===== config.mk =====
export PLATFORM = sky130hd
export DESIGN_NAME = alu_arbiter
export DESIGN_NICKNAME = d
export VERILOG_FILES = /design/src/rtl/alu_pkg.sv /design/src/rtl/alu_core.sv /design/src/rtl/alu_rr_grant.sv /design/src/rtl/alu_arbiter.sv
export SDC_FILE = /design/constraint.sdc
export NUM_CORES = 1
export LEC_CHECK = 0
export BUFFER_PORTS_ARGS = -buffer_cell sky130_fd_sc_hd__buf_2
export CORE_UTILIZATION = 35
export CTS_CLUSTER_DIAMETER = 100
export DETAILED_ROUTE_END_ITERATION = 7
export PLACE_DENSITY_LB_ADDON = 0.1
export SYNTH_ARGS = -nofsm -noshare
export SYNTH_HDL_FRONTEND = slang
export SYNTH_SLANG_ARGS = --single-unit

===== constraint.sdc =====
create_clock -name clk -period 4.96 [get_ports clk]
set_clock_uncertainty 0.2 [all_clocks]
set_input_delay 0 -clock clk [delete_from_list [all_inputs] [get_ports clk]]
set_output_delay 0 -clock clk [all_outputs]
set_load 0.01 [all_outputs]

===== src/rtl/alu_pkg.sv =====
// Shared encodings for the execute-stage ALU arbiter: micro-ops, NZCV bit positions,
// FSM states and the operand-register payload.
package alu_pkg;

    localparam int unsigned ALU_DATA_W = 32;
    localparam int unsigned ALU_UOP_W  = 5;
    localparam int unsigned FLAGS_W    = 4;
    localparam int unsigned SHAMT_W    = 5;

    localparam logic [ALU_UOP_W-1:0] UOP_ADD = 5'd1;
    localparam logic [ALU_UOP_W-1:0] UOP_SUB = 5'd2;
    localparam logic [ALU_UOP_W-1:0] UOP_AND = 5'd3;
    localparam logic [ALU_UOP_W-1:0] UOP_XOR = 5'd4;
    localparam logic [ALU_UOP_W-1:0] UOP_CMP = 5'd5;
    localparam logic [ALU_UOP_W-1:0] UOP_LSL = 5'd6;
    localparam logic [ALU_UOP_W-1:0] UOP_LSR = 5'd7;
    localparam logic [ALU_UOP_W-1:0] UOP_MOV = 5'd8;

    localparam int unsigned FLG_Z = 0;
    localparam int unsigned FLG_C = 1;
    localparam int unsigned FLG_N = 2;
    localparam int unsigned FLG_V = 3;

    typedef enum logic [1:0] {
        ST_IDLE = 2'd0,
        ST_EXEC = 2'd1,
        ST_RESP = 2'd2
    } state_t;

    typedef struct packed {
        logic [ALU_DATA_W-1:0] lhs;
        logic [ALU_DATA_W-1:0] rhs;
        logic [ALU_UOP_W-1:0]  uop;
        logic                  setf;
    } alu_op_t;

    function automatic logic uop_legal(input logic [ALU_UOP_W-1:0] uop);
        return (uop >= UOP_ADD) && (uop <= UOP_MOV);
    endfunction

endpackage


===== src/rtl/alu_core.sv =====
// Combinational 32-bit ALU. SUB/CMP carry means "no borrow"; logic, shift and MOV
// ops clear C and V. MOV passes the right operand through.
module alu_core
    import alu_pkg::*;
(
    input  logic [ALU_DATA_W-1:0] lhs,
    input  logic [ALU_DATA_W-1:0] rhs,
    input  logic [ALU_UOP_W-1:0]  uop,
    output logic [ALU_DATA_W-1:0] res,
    output logic [FLAGS_W-1:0]    flags
);

    logic [ALU_DATA_W:0] sum;
    logic [ALU_DATA_W:0] diff;
    logic                shift_big;
    logic                carry;
    logic                ovf;

    always_comb begin
        sum       = {1'b0, lhs} + {1'b0, rhs};
        diff      = {1'b0, lhs} - {1'b0, rhs};
        shift_big = |rhs[ALU_DATA_W-1:SHAMT_W];
        res       = '0;
        carry     = 1'b0;
        ovf       = 1'b0;
        case (uop)
            UOP_ADD: begin
                res   = sum[ALU_DATA_W-1:0];
                carry = sum[ALU_DATA_W];
                ovf   = (lhs[ALU_DATA_W-1] == rhs[ALU_DATA_W-1]) &&
                        (res[ALU_DATA_W-1] != lhs[ALU_DATA_W-1]);
            end
            UOP_SUB, UOP_CMP: begin
                res   = diff[ALU_DATA_W-1:0];
                carry = ~diff[ALU_DATA_W];
                ovf   = (lhs[ALU_DATA_W-1] != rhs[ALU_DATA_W-1]) &&
                        (res[ALU_DATA_W-1] != lhs[ALU_DATA_W-1]);
            end
            UOP_AND: res = lhs & rhs;
            UOP_XOR: res = lhs ^ rhs;
            // Shift amount is the whole RHS, so anything >= 32 empties the word
            UOP_LSL: res = shift_big ? '0 : (lhs << rhs[SHAMT_W-1:0]);
            UOP_LSR: res = shift_big ? '0 : (lhs >> rhs[SHAMT_W-1:0]);
            UOP_MOV: res = rhs;
            default: res = '0;
        endcase
        flags        = '0;
        flags[FLG_Z] = (res == '0);
        flags[FLG_N] = res[ALU_DATA_W-1];
        flags[FLG_C] = carry;
        flags[FLG_V] = ovf;
    end

endmodule


===== src/rtl/alu_rr_grant.sv =====
// Two-way grant selector. ALU_ARB_RR_EN defined: round-robin with a last_grant
// register (reset to 1 so r0 wins first); undefined: fixed priority, r0 always wins.
module alu_rr_grant (
`ifdef ALU_ARB_RR_EN
    input  logic       clk,
    input  logic       rst_n,
`endif
    input  logic [1:0] req,
    output logic [1:0] gnt
);

`ifdef ALU_ARB_RR_EN
    logic last_grant;

    always_comb begin
        gnt = 2'b00;
        if (req == 2'b11) begin
            gnt = last_grant ? 2'b01 : 2'b10;
        end else if (req[0]) begin
            gnt = 2'b01;
        end else if (req[1]) begin
            gnt = 2'b10;
        end
    end

    // Remember the winner of every grant, contested or not
    always_ff @(posedge clk or negedge rst_n) begin
        if (!rst_n) begin
            last_grant <= 1'b1;
        end else if (|gnt) begin
            last_grant <= gnt[1];
        end
    end
`else
    always_comb begin
        gnt = 2'b00;
        if (req[0]) begin
            gnt = 2'b01;
        end else if (req[1]) begin
            gnt = 2'b10;
        end
    end
`endif

endmodule


===== src/rtl/alu_arbiter.sv =====
// Shares one execute-stage ALU between the execute path (r0) and address generation (r1)
// and owns the NZCV register. Round-robin arbitration when ALU_ARB_RR_EN is defined.
module alu_arbiter
    import alu_pkg::*;
#(
    parameter int unsigned          DATA_W    = 32,
    parameter int unsigned          UOP_W     = 5,
    parameter logic [FLAGS_W-1:0]   FLAGS_RST = 4'b0000
) (
    input  logic               clk,
    input  logic               rst_n,
    input  logic               r0_valid,
    output logic               r0_ready,
    input  logic [DATA_W-1:0]  r0_lhs,
    input  logic [DATA_W-1:0]  r0_rhs,
    input  logic [UOP_W-1:0]   r0_uop,
    input  logic               r0_setf,
    input  logic               r1_valid,
    output logic               r1_ready,
    input  logic [DATA_W-1:0]  r1_lhs,
    input  logic [DATA_W-1:0]  r1_rhs,
    input  logic [UOP_W-1:0]   r1_uop,
    input  logic               r1_setf,
    output logic               rsp_valid,
    input  logic               rsp_ready,
    output logic               rsp_id,
    output logic [DATA_W-1:0]  rsp_data,
    output logic [FLAGS_W-1:0] rsp_flags,
    output logic               rsp_err,
    output logic [FLAGS_W-1:0] flags_q
);

    state_t                state;
    alu_op_t               opnd;
    alu_op_t               sel_op;
    logic                  opnd_id;
    logic                  can_grant;
    logic [1:0]            gnt;
    logic [ALU_DATA_W-1:0] alu_res;
    logic [FLAGS_W-1:0]    alu_flags;
    logic                  opnd_legal;
    logic                  commit;

    // A slot opens in IDLE, or in RESP on the cycle the response is taken
    always_comb begin
        can_grant = (state == ST_IDLE) || ((state == ST_RESP) && rsp_ready);
    end

    alu_rr_grant u_grant (
`ifdef ALU_ARB_RR_EN
        .clk   (clk),
        .rst_n (rst_n),
`endif
        .req   ({r1_valid, r0_valid} & {2{can_grant}}),
        .gnt   (gnt)
    );

    assign r0_ready = gnt[0];
    assign r1_ready = gnt[1];

    always_comb begin
        sel_op = '0;
        if (gnt[1]) begin
            sel_op.lhs  = r1_lhs;
            sel_op.rhs  = r1_rhs;
            sel_op.uop  = r1_uop;
            sel_op.setf = r1_setf;
        end else begin
            sel_op.lhs  = r0_lhs;
            sel_op.rhs  = r0_rhs;
            sel_op.uop  = r0_uop;
            sel_op.setf = r0_setf;
        end
    end

    alu_core u_alu (
        .lhs   (opnd.lhs),
        .rhs   (opnd.rhs),
        .uop   (opnd.uop),
        .res   (alu_res),
        .flags (alu_flags)
    );

    always_comb begin
        opnd_legal = uop_legal(opnd.uop);
        commit     = opnd_legal && (opnd.setf || (opnd.uop == UOP_CMP));
    end

    always_ff @(posedge clk or negedge rst_n) begin
        if (!rst_n) begin
            state     <= ST_IDLE;
            opnd.lhs  <= '0;
            opnd.rhs  <= '0;
            opnd.uop  <= UOP_MOV;
            opnd.setf <= 1'b0;
            opnd_id   <= 1'b0;
            rsp_valid <= 1'b0;
            rsp_id    <= 1'b0;
            rsp_data  <= '0;
            rsp_flags <= '0;
            rsp_err   <= 1'b0;
            flags_q   <= FLAGS_RST;
        end else begin
            if (|gnt) begin
                opnd    <= sel_op;
                opnd_id <= gnt[1];
            end
            case (state)
                ST_IDLE: begin
                    if (|gnt) begin
                        state <= ST_EXEC;
                    end
                end
                ST_EXEC: begin
                    rsp_valid <= 1'b1;
                    rsp_id    <= opnd_id;
                    rsp_err   <= ~opnd_legal;
                    rsp_data  <= opnd_legal ? alu_res : '0;
                    rsp_flags <= opnd_legal ? alu_flags : '0;
                    if (commit) begin
                        flags_q <= alu_flags;
                    end
                    state <= ST_RESP;
                end
                ST_RESP: begin
                    if (rsp_ready) begin
                        rsp_valid <= 1'b0;
                        state     <= (|gnt) ? ST_EXEC : ST_IDLE;
                    end
                end
                default: state <= ST_IDLE;
            endcase
        end
    end

endmodule


* Word-level counts from Yosys, hierarchy flattened
Cells that the tools add are included.
** Storage, ports and cells
- Flip-flop bits (word level) :: 116
- Bits of input ports :: 145
- Output and inout bits :: 45
** Operators by class
- $add $sub $neg :: 2
- Magnitude comparators :: 2
- Equality and inequality tests :: 16
- Shifts and indexed selects :: 2
- Multiplexer cells :: 16
- Bitwise gates (word level) :: 5
- Reductions and logical operators :: 16
** Operators with widths (count)
- $pmux W32 S7 :: 1
- $mux W32 :: 3
- $mux W70 :: 1
- $add A32 B32 Y33 :: 1
- $sub A32 B32 Y33 :: 1
- $and A32 B32 Y32 :: 1
- $logic_not A32 Y1 :: 1
- $shl A32 B5 Y32 :: 1
- $shr A32 B5 Y32 :: 1
- $xor A32 B32 Y32 :: 1
- $reduce_or A27 Y1 :: 1
- $eq A5 B3 Y1 const B :: 4
- $eq A5 B2 Y1 const B :: 2
- $mux W2 :: 4
- $pmux W1 S2 :: 3
- $pmux W2 S3 :: 1
- $reduce_and A2 Y1 :: 3
- $eq A5 B1 Y1 const B :: 1
- $eq A5 B4 Y1 const B :: 1
- $ge A5 B1 Y1 const B :: 1
- $le A5 B4 Y1 const B :: 1
- $logic_and A1 B1 Y1 :: 5
- $mux W4 :: 1
- $reduce_or A2 Y1 :: 2
- 12 further kinds :: 17

* Logic depth before layout (Yosys ltp)
- Depth after elaboration :: 10
- Depth in mapped cells :: 18

* Hierarchy
A second synthesis with hierarchy kept.
** Second synthesis, totals
- Cell total of the unflattened synthesis :: 1827
- Area total of the unflattened synthesis :: 14646.5 sq um
** By module, submodules not included
- alu_core :: times used 1, cells an instance 1326, area each 9609.2 sq um, sequential area each 0.0 sq um
- alu_arbiter :: times used 1, cells an instance 499, area each 5016.1 sq um, sequential area each 2904.0 sq um
- alu_rr_grant :: times used 1, cells an instance 2, area each 21.3 sq um, sequential area each 0.0 sq um

* Worst setup path before layout
OpenSTA, ideal clock, no wires.
- Path kind :: register to register
- Start point :: reg, netlist name opnd[8]
- End point :: reg flags_q[0]
- Library setup time :: 0.065 ns
- Data arrival time :: 4.312 ns
- Required time :: 4.695 ns
- Path slack :: 0.383 ns
- Stages on the path, launching flop included :: 18
- Buffers on the path :: 5
- Clock period less this slack :: 4.577 ns
- Path through :: dfrtp_1 > clkbuf_1 > inv_1 > clkbuf_1 > clkbuf_1 > buf_1 > ha_1 > buf_2 > a2111o_1 > a2111oi_4 > nor4_2 > o21ai_4 > o221ai_1 > or3_1 > a2111oi_2 > nand4_1 > nor4_2 > mux2_2
** Between the ends
- Cells in the longest elaborated chain, start to end :: 4
- Elaborated cells on any way between the ends :: 10
** Ends and longest elaborated chain
- parallel branches: the longest is 2 deep, another holds $sub A32 B32 Y33
- $pmux W32 S7 * :: RTL line alu_core.sv:26 : case (uop)
- $logic_not A32 Y1 * :: RTL line alu_core.sv:48 : flags[FLG_Z] = (res == '0);
- to (signal assigned) :: RTL line alu_arbiter.sv:121 : flags_q <= alu_flags;
- to (decl) :: RTL line alu_arbiter.sv:30 : output logic [FLAGS_W-1:0] flags_q
Every way passes the cells marked *.
A chain may end at the register's enable or synchronous reset.

* Worst setup path in the final report
- Start point :: reg, netlist name opnd[7]
- End point :: reg flags_q[0]
** Between the ends
- Cells in the longest elaborated chain, start to end :: 4
- Elaborated cells on any way between the ends :: 10
** Ends and longest elaborated chain (RTL line)
- parallel branches: the longest is 2 deep, another holds $sub A32 B32 Y33
- $pmux W32 S7 * :: alu_core.sv:26
- $logic_not A32 Y1 * :: alu_core.sv:48
Marks and branches as above.

==> run_results.csv <==
group,metric,value,unit
final_layout,layout_common_cells,"buf_2 (189), nand2_1 (175), dlygate4sd3_1 (143)",
clocking,cts_tree,"done",
clocking,cts_buffer_depth,2,
routing,wire_per_inst,28.9,µm
final_layout,fill_cells,4036,
routing,antenna_left,0,
flow_run,maxCapViolations,0,
worst_setup_path,startpoint_type,"flip-flop",
die,rows,73,
synthesis,syn_avg_cell_area,7.93,µm²
synthesis,synth_area,0.0141,mm²
grt,grt_pass1_wl,109000,µm
sta,rsz0062_at_grt,"no",
grt,first_global_vias,15700,
clocking,cts_inserted_buffers,17,
grt,grt_util_all_layers,36.2,%
worst_setup_path,arrival,5.04,ns
routing,drtIter0Drc,2119,
sta,finalHoldViolCount,0,
final_layout,seq_area,0.00289,mm²
outcome,status,"finished, final reports clean",
final_layout,final_common_cell,"buf_2",
synthesis,synth_flop_cell,"dfrtp_1",
grt,grt_start_max_net_pins,80,
clocking,cts.sinks,115,
routing,vias_per_cell,6.47,
grt,grt-ovfl-total,0,
placed_design,dp_hpwl,57800,µm
die,io_pins,190,
synthesis,syn_inst,1780,
sta,maxSlewViolCount,0,
grt,antenna_found_initial,0,
worst_setup_path,path_max_fanout,12,
grt,top_usage_layer,"met2",
die,initial_core_util,35.5,%
die,die_h,203,µm
clocking,cts.clk_slew.worst_paths,0.07,ns
synthesis,synth_edf_count,0,
worst_setup_path,cp-end-kind,"flip-flop",
die,design.core.area,0.0397,mm²
synthesis,ys_top_cells_by_area,"dfrtp_1 (20%), mux4_2 (6.4%), ha_1 (5.8%), a22oi_1 (5.2%), nand2_1 (4.7%)",
sta,min_period_over_period,97.2,%
synthesis,synth.largest_area_cell,"dfrtp_1",
final_layout,final_area,0.0179,mm²
routing,wl,75200,µm
sta,max-slew-margin-rel,26.2,%
final_layout,multiInputGateArea,0.0103,mm²
final_layout,syn2layout_area_growth,26.7,%
routing,dr.pass1.iters,8,
sta,min_period,4.82,ns
grt,grt_util_met1,50.3,%
synthesis,async_reset_ff_share,100,%
placed_design,portBuffers,189,
synthesis,yosysSeqAreaShare,20.4,%
final_layout,num_antenna_cells,0,
die,dieArea,0.0411,mm²
routing,vias,16800,
final_layout,layout-drive-gt1-share,21.1,%
grt,grtUsageMet2,52.7,%
grt,met3_usage,6.82,%
sta,finalSetupViolCount,0,
synthesis,yosysWarnings,0,
placed_design,place_area,0.0158,mm²
synthesis,ys_types,98,
final_layout,finalNetCount,2274,
routing,post-route-drc-count,0,
clocking,root_buffer,"clkbuf_16",
min_path,hold_path.class,"input port to flip-flop",
sta,max_freq,0.207,GHz
clocking,post-cts-setup-buffers,0,
placed_design,place.gp.congestion,1.07,
sta,worst_slew_pin_slew,1.10,ns
worst_setup_path,required,5.17,ns
clocking,htree_levels,4,
worst_setup_path,crit_type,"flip-flop to flip-flop",
clocking,clk_latency,0.47,ns
synthesis,ys_ff_latch,115,
synthesis,synth_top_area_share,20.2,%
synthesis,synth_nets,1992,
die,fp.dieW,203,µm
-- cell usage after synthesis, drive strengths merged, types with 36 or more instances --
library cell  number
a21oi            115
a22oi             98
buf               48
clkbuf           122
dfrtp            114
ha                65
inv               67
mux2i             63
mux4              40
nand2            175
nand3             36
nor2             122
o21ai            133
o22ai             45
-- final timing paths --
path	to	start	depth (start not counted)	slack [ns]
max	flags_q[0]	opnd[7]	14	0.14
min	opnd[52]	r0_lhs[14]	3	0.003
max reg2reg	flags_q[0]	opnd[7]	14	0.14
min reg2reg	rsp_data[1]	rsp_data[1]	2	0.27
max in group asynchronous	opnd[27]	rst_n	3	3.32
min in group asynchronous	rsp_data[7]	rst_n	2	0.06
-- layer usage --
metal,vias to the layer above,share of wire (%)
li1,7384,-
met1,8272,43
met2,1006,42
met3,171,8.9
met4,0,5.8
met5,-,0
-- what timing repair did --
action,in CTS,in global routing
hold endpoints to repair,145,1
setup endpoints to repair,0,0
hold buffers,142,1
gates resized for setup,0,0
-- worst max-delay path, stage by stage, from the launching register on --
cell and delay [ns]:
dfrtp_4 0.58, inv_2 0.23, ha_1 0.29, nand2b_1 0.17, a2111o_1 0.49, a21oi_1 0.40
or4_1 0.19, a21oi_1 0.06, a2111oi_1 0.84, buf_4 0.24, o211a_1 0.15, nor4bb_1 0.30
nand4_1 0.16, nor4_2 0.28, mux2_2 0.19
-- cells by family after synthesis --
| group | count (synthesis) | share of synthesized area, % |
|---|---|---|
| fa+ha+maj | 67 | 6.05 |
| xor+xnor | 23 | 1.43 |
| flops | 115 | 20.4 |
| compound gates | 672 | 33.1 |
| buf+inv | 239 | 7.19 |
| mux | 135 | 13.5 |
| simple gates | 529 | 18.3 |
-- layout make-up --
class / instances / area share, %
Sequential cell: 115 / 16.1
Multi-Input combinational cell: 1426 / 57.4
Clock buffer: 20 / 2.50
Timing Repair Buffer: 433 / 17.8
Clock inverter: 12 / 1.00
Tap cell: 525 / 3.67
Inverter: 69 / 1.45
-- state kept, by name (all words and copies together) (netlist names) --
register / cells
rsp_id: 1
state: 2
opnd_id: 1
opnd: 70
rsp_valid: 1
flags_q: 4
rsp_data: 31
rsp_flags: 4
rsp_err: 1
-- per-stage QoR --
stage	TNS, ns	utilization [%]	instances	worst slack [ns]	hold slack, ns
after floorplan	0	-	1780	0.383	-0.496
after global routing	0	45.0	2600	0.00114	0.00609
after CTS	0	45.0	2599	0.246	0.0100
after global placement	-0.804	39.8	2424	-0.418	0.0332
after detailed placement	0	39.8	2425	0.242	0.0362
final	0	45.0	2600	0.139	0.00304
Power is left out: the tool's default activity adds up to more than one toggle a clock period on the data nets, which glitch-free logic cannot reach.
